File: src/rtl/kf6845_pkg.sv
// Shared types, widths and helpers for the KF6845 timing sequencer.
package kf6845_pkg;

  localparam int H_W    = 8;
  localparam int ROW_W  = 7;
  localparam int RA_W   = 5;
  localparam int SYNC_W = 4;

  // Vertical sequencing: character rows first, then the optional adjust lines.
  typedef enum logic {
    ST_ROWS   = 1'b0,
    ST_ADJUST = 1'b1
  } vstate_t;

  // Effective sync pulse length in step periods (0 means no pulse at all).
  function automatic logic [SYNC_W:0] sync_len(
    input logic [SYNC_W-1:0] width,
    input logic              zero_is_16
  );
    logic [SYNC_W:0] len;
    if (width != '0) begin
      len = {1'b0, width};
    end else if (zero_is_16) begin
      len = 5'd16;
    end else begin
      len = '0;
    end
    return len;
  endfunction

endpackage

File: src/rtl/kf6845_sync_pulse_generator.sv
// Programmable-width sync pulse: rises on start, lasts width step periods.
// A start while the pulse is already active reloads the counter.
module kf6845_sync_pulse_generator
  import kf6845_pkg::*;
#(
  parameter bit ZERO_IS_16 = 1'b1
) (
  input  logic              clock,
  input  logic              reset_n,
  input  logic              start,
  input  logic              step,
  input  logic [SYNC_W-1:0] width,
  output logic              pulse
);

  logic [SYNC_W:0]   w_len;
  logic [SYNC_W-1:0] w_load;
  logic              r_pulse;
  logic [SYNC_W-1:0] r_cnt;

  assign w_len  = sync_len(width, ZERO_IS_16);
  // width-1 in four bits also yields 15 for the 0-means-16 case.
  assign w_load = width - 4'd1;

  // Load on start (when a pulse is wanted), otherwise count down on step.
  always_ff @(posedge clock or negedge reset_n) begin
    if (!reset_n) begin
      r_pulse <= 1'b0;
      r_cnt   <= '0;
    end else if (start && (w_len != '0)) begin
      r_pulse <= 1'b1;
      r_cnt   <= w_load;
    end else if (r_pulse && step) begin
      if (r_cnt == '0) begin
        r_pulse <= 1'b0;
      end else begin
        r_cnt <= r_cnt - 4'd1;
      end
    end
  end

  assign pulse = r_pulse;

endmodule

File: src/rtl/kf6845_timing_sequencer.sv
// KF6845 horizontal/vertical timing: character, scanline and row counters,
// sequencing strobes for the address generator, syncs, DE and RA.
module kf6845_timing_sequencer
  import kf6845_pkg::*;
#(
  parameter bit SYNC_ZERO_IS_16 = 1'b1
) (
  input  logic             clock,
  input  logic             reset_n,
  input  logic             video_clock_enable,
  input  logic [H_W-1:0]   horizontal_total,
  input  logic [H_W-1:0]   horizontal_displayed,
  input  logic [H_W-1:0]   h_sync_position,
  input  logic [7:0]       sync_width,
  input  logic [ROW_W-1:0] vertical_total,
  input  logic [RA_W-1:0]  vertical_total_adjust,
  input  logic [ROW_W-1:0] vertical_displayed,
  input  logic [ROW_W-1:0] v_sync_position,
  input  logic [RA_W-1:0]  maximum_scanline,
  output logic             Horizontal,
  output logic             Horizontal_End,
  output logic             Scanline_End,
  output logic             V_total,
  output logic             HSYNC,
  output logic             VSYNC,
  output logic             DE,
  output logic [RA_W-1:0]  RA
);

  logic [H_W-1:0]   r_h_count;
  logic [RA_W-1:0]  r_ra;
  logic [ROW_W-1:0] r_row;
  logic [RA_W-1:0]  r_adj_count;
  vstate_t          r_state;

  logic w_horizontal;
  logic w_horizontal_end;
  logic w_row_last_scan;
  logic w_scanline_end;
  logic w_adj_last;
  logic w_vtotal;
  logic w_hs_start;
  logic w_vs_start;

  // Horizontal decode: both strobes are qualified by the character clock.
  assign w_horizontal     = video_clock_enable & (r_h_count == horizontal_total);
  assign w_horizontal_end = video_clock_enable & (r_h_count == horizontal_displayed);

  // Vertical decode from the registered counters.
  assign w_row_last_scan = (r_state == ST_ROWS) && (r_ra == maximum_scanline);
  assign w_adj_last      = (r_state == ST_ADJUST) &&
                           (r_adj_count == (vertical_total_adjust - 5'd1));
  assign w_scanline_end  = w_horizontal & w_row_last_scan;
  assign w_vtotal        = w_horizontal &
                           ((w_row_last_scan && (r_row == vertical_total) &&
                             (vertical_total_adjust == '0)) || w_adj_last);

  // Character counter: wraps at R0, or free-runs through 255 if R0 was lowered.
  always_ff @(posedge clock or negedge reset_n) begin
    if (!reset_n) begin
      r_h_count <= '0;
    end else if (video_clock_enable) begin
      if (r_h_count == horizontal_total) begin
        r_h_count <= '0;
      end else begin
        r_h_count <= r_h_count + 8'd1;
      end
    end
  end

  // Vertical state machine: steps once per line on Horizontal.
  always_ff @(posedge clock or negedge reset_n) begin
    if (!reset_n) begin
      r_state     <= ST_ROWS;
      r_ra        <= '0;
      r_row       <= '0;
      r_adj_count <= '0;
    end else if (w_horizontal) begin
      case (r_state)
        ST_ROWS: begin
          if (r_ra != maximum_scanline) begin
            r_ra <= r_ra + 5'd1;
          end else begin
            r_ra <= '0;
            if (r_row != vertical_total) begin
              r_row <= r_row + 7'd1;
            end else if (vertical_total_adjust == '0) begin
              r_row <= '0;
            end else begin
              r_state     <= ST_ADJUST;
              r_adj_count <= '0;
            end
          end
        end
        ST_ADJUST: begin
          if (w_adj_last) begin
            r_state <= ST_ROWS;
            r_row   <= '0;
            r_ra    <= '0;
          end else begin
            r_adj_count <= r_adj_count + 5'd1;
          end
        end
        default: r_state <= ST_ROWS;
      endcase
    end
  end

  // VSYNC starts on the Horizontal that lands on scanline 0 of row R7.
  always_comb begin
    w_vs_start = 1'b0;
    if (w_horizontal) begin
      if (w_vtotal) begin
        w_vs_start = (v_sync_position == '0);
      end else if (w_row_last_scan && (r_row != vertical_total)) begin
        w_vs_start = ((r_row + 7'd1) == v_sync_position);
      end else if ((r_state == ST_ROWS) && !w_row_last_scan && (r_ra == 5'd31)) begin
        w_vs_start = (r_row == v_sync_position);
      end
    end
  end

  assign w_hs_start = video_clock_enable & (r_h_count == h_sync_position);

  kf6845_sync_pulse_generator #(
    .ZERO_IS_16(SYNC_ZERO_IS_16)
  ) u_hsync (
    .clock   (clock),
    .reset_n (reset_n),
    .start   (w_hs_start),
    .step    (video_clock_enable),
    .width   (sync_width[3:0]),
    .pulse   (HSYNC)
  );

  kf6845_sync_pulse_generator #(
    .ZERO_IS_16(SYNC_ZERO_IS_16)
  ) u_vsync (
    .clock   (clock),
    .reset_n (reset_n),
    .start   (w_vs_start),
    .step    (w_horizontal),
    .width   (sync_width[7:4]),
    .pulse   (VSYNC)
  );

  assign Horizontal     = w_horizontal;
  assign Horizontal_End = w_horizontal_end;
  assign Scanline_End   = w_scanline_end;
  assign V_total        = w_vtotal;
  assign DE             = (r_h_count < horizontal_displayed) && (r_state == ST_ROWS) &&
                          (r_row < vertical_displayed);
  assign RA             = (r_state == ST_ROWS) ? r_ra : r_adj_count;

endmodule
File: config.mk
export PLATFORM = sky130hd
export DESIGN_NAME = kf6845_timing_sequencer
export DESIGN_NICKNAME = d
export VERILOG_FILES = /design/src/rtl/kf6845_pkg.sv /design/src/rtl/kf6845_sync_pulse_generator.sv /design/src/rtl/kf6845_timing_sequencer.sv
export SDC_FILE = /design/constraint.sdc
export NUM_CORES = 1
export LEC_CHECK = 0
export BUFFER_PORTS_ARGS = -buffer_cell sky130_fd_sc_hd__buf_2
export CORE_ASPECT_RATIO = 0.5
export CORE_UTILIZATION = 40
export DETAILED_ROUTE_END_ITERATION = 16
export PLACE_DENSITY = 0.65
export REMOVE_ABC_BUFFERS = 1
export SETUP_SLACK_MARGIN = 0.5
export SLEW_MARGIN = 20
export SYNTH_ARGS = -nofsm -noshare
export SYNTH_HDL_FRONTEND = slang
export SYNTH_SLANG_ARGS = --single-unit
File: constraint.sdc
create_clock -name clock -period 2.6 [get_ports clock]
set_input_delay 0.13 -clock clock [delete_from_list [all_inputs] [get_ports clock]]
set_output_delay 0.13 -clock clock [all_outputs]
set_load 0.01 [all_outputs]
==> impl_results.md <==
* Peak supply drop at approximately 280 uV
* Slew headroom at 0.418
* Root Buffer: clkbuf_16
* Final setup margin at -0.126 ns
* Adder-cell share of the synthesized area at 0.0883
* Row count at 22
* Top cells by count, synth: 36 x dfrtp_1, 35 x xnor2_1, 31 x nand2_1
* Leakage Power at 2.33 nW
* CTS clk-pin slew, worst paths at 0.06 ns
* Worst EP arrival at 2.90 ns
* Mapped Cells at between 300 and 400
* Pwr/cell area at 551 nW/um^2
* Core area at 7430 sq um
* Die Y at 64.4 um
* Flops & latches, synth at 36
* Post-route cell area at 4790 sq um
* Period utilization at 1.05
* Clock Latency Late Sink at 0.29 ns
* CP peak stage delay at 0.46 ns
* DIE AREA at 8170 sq um
* Io pins at 78
* Post-Synth Simple-Gate Area at 0.201
* Die X at 127 um
* Failing checks: negative setup slack
* Initial Utilization at 0.420
* Most used cell, CP: nor4_4
* GR Util All Layers at 0.223
* Predominant post-synthesis flop cell: dfrtp_1
* Synth unique cells at 57
* Largest net degree at the start of global routing at 37
* Max Fclk at 367 MHz
* Final Hold Viols at 0
* Max Clock Skew at 0.00625 ns
* Worst setup SP type: flip-flop
* First-pass GRT wire length at between 10000 and 15000 um
* DR iter-0 viols at 200
* Routed WL at slightly below 9000 um
* Routability cong. at 0.866
* Max cap viols at 0
* TritonCTS sink count at 36
* Met2 wire len at 4270 um
* DRT met1 WL at 4240 um
* Num CTS Buffers at 5
* HP Class: in -> reg
* Crit end category: flip-flop
* Antenna violations before repair at 0
* H-tree Lvls at 2
* Yosys top cell by area: dfrtp_1
* Placed inst area at 4000 sq um
* Filler cells at 622
* Drt wl/cell at roughly 15 um
* Cell area after synthesis at 3120 sq um
* Drt via density at 5.27
* Synth Area in Compound Gates at 0.184
* Fin. max-slew vios at 0
* Layout area overhead at 53.5%
* Total gr overflow at 0
* Crit path time final at around 2.7 ns
* Post-synthesis mux area share at 0.0405
* Crit-path max FO at 5
* Count leader, synth: dfrtp_1
* Ys async rst share at 1.00
* WS Path Type: reg -> reg
* Antenna Violating Nets Remaining at 0
* Endpoints failing setup at 1
* Ant. Diodes at 0
* Xor-xnor portion of the synthesized cell area at 0.149
* Residual DRC count at 0
* Layout cell share with drive strength beyond 1 at 0.480
* Slowest CP cell: dfrtp_2
* Synthesized area per cell at ~8.6 sq um
* RSZ-0062 raised after global routing: true
* Yosys top cell area share at 0.289
* Final nets at 604
* CP required at about 2.8 ns
* Metal3 WL at 403 um
* Post-synth EDFFs at 0
* Least-Margin Pin Slew at a little under 0.9 ns
* Worst path cell trace: xor2_2 > nor4_4 > buf_4 > buf_6 > and2_4 > a31o_4 > or3_4 > nand2_4 > mux2i_1 > ha_2 > nor4_4 > a2111oi_2
* Hpwl dp at 6260 um
* Drt first pass iters at 5
* Syn. warnings at 0
* Vias in the first global route at 3120
* Clock Path Buffers at 2
* Top area cells in the synthesized netlist: dfrtp_1 29%, xnor2_1 9.8%, ha_1 8.8%
* Seq/Total Area, Yosys at 0.289
* Vias at around 3.2k
* Port bufs at 77
* Status: finished, violations left
* Largest family of logic cells by synthesized area: simple AND/OR/NAND/NOR gates
* Top layer in use: met4
* CTS tree: yes
* Hold Slack at 0.0440 ns
[area by class of cell]
class                           count  area (sq um)  share of cell area
Inverter                           24          93.8              0.0196
Sequential cell                    36           912               0.191
Timing Repair Buffer              160          1050               0.219
Clock inverter                      1          7.51             0.00157
Multi-Input combinational cell    289          2460               0.514
Clock buffer                        7           143              0.0298
Tap cell                           96           120              0.0251
[layout by cell type (no fill, tap or decap), drive strengths merged, types with 14 or more instances in the layout]
cell / instances
ha: 22
dfrtp: 36
xnor2: 35
inv: 23
nor2: 15
nand3: 14
o21ai: 28
buf: 159
nand2: 32
xor2: 18
[power by group]
part | total, mW | internal, mW | switching [mW]
sequential | 0.824 | 0.685 | 0.139
clock | 0.620 | 0.382 | 0.238
combinational | 1.19 | 0.594 | 0.597
[critical path, delay by kind of cell (launching register included)]
family | cells | cell delay, ns
AO/OA/AOI/OAI | 2 | 0.51
adder cells (fa/ha/maj) | 1 | 0.24
multiplexers | 1 | 0.19
buffers and inverters | 2 | 0.25
flip-flops | 1 | 0.46
XOR/XNOR | 1 | 0.22
AND/OR/NAND/NOR | 5 | 0.74
[state kept, by name (all words and copies together) (netlist names)]
name and cells:
r_ra 5, u_hsync.pulse 1, r_h_count 8, r_row 7, u_vsync.r_cnt 4, r_state 1
r_adj_count 5, u_vsync.pulse 1, u_hsync.r_cnt 4
[worst paths after layout]
check	start	end	slack, ns	cells past startpoint
hold / removal	sync_width[0]	u_hsync.r_cnt[0]	0.04	2
max in group asynchronous	reset_n	r_h_count[0]	1.49	2
setup reg to reg	r_row[3]	u_vsync.r_cnt[2]	-0.13	12
hold reg to reg	u_vsync.r_cnt[1]	u_vsync.r_cnt[1]	0.52	2
setup / recovery	r_row[3]	u_vsync.r_cnt[2]	-0.13	12
min in group asynchronous	reset_n	r_adj_count[1]	0.50	2
[stage by stage]
stage	TNS (ns)	instances	power, mW	setup WS (ns)	util
after floorplan	-0.363	348	1.46	-0.218	-
after global placement	-0.257	579	1.80	-0.213	0.538
after global routing	-0.238	613	2.82	-0.238	0.644
after detailed placement	-0.394	579	1.82	-0.298	0.538
after CTS	-0.0901	598	2.55	-0.0901	0.611
final	-0.126	613	2.64	-0.126	0.644
[logic make-up after synthesis]
kind of cell	count (synthesis)
flip-flops	36
multiplexers	12
adder cells (fa/ha/maj)	22
XOR/XNOR	53
AND/OR/NAND/NOR	119
buffers and inverters	38
AO/OA/AOI/OAI	82
[per-layer routing]
layer / GRT usage / vias up
met2: 0.380 / 73
met5: 0 / -
met1: 0.300 / 1548
met3: 0.0380 / 4
met4: 0.0446 / 0
li1: - / 1606
[repair_timing]
action,CTS,global route
gates resized for setup,65,36
gates cloned,1,0
endpoints found under the hold margin,36,0
endpoints found under the setup margin,22,28
hold buffers,1,0
buffers inserted,9,15
pin swaps,26,23
Note: power is estimated with default switching activity, not from simulation.
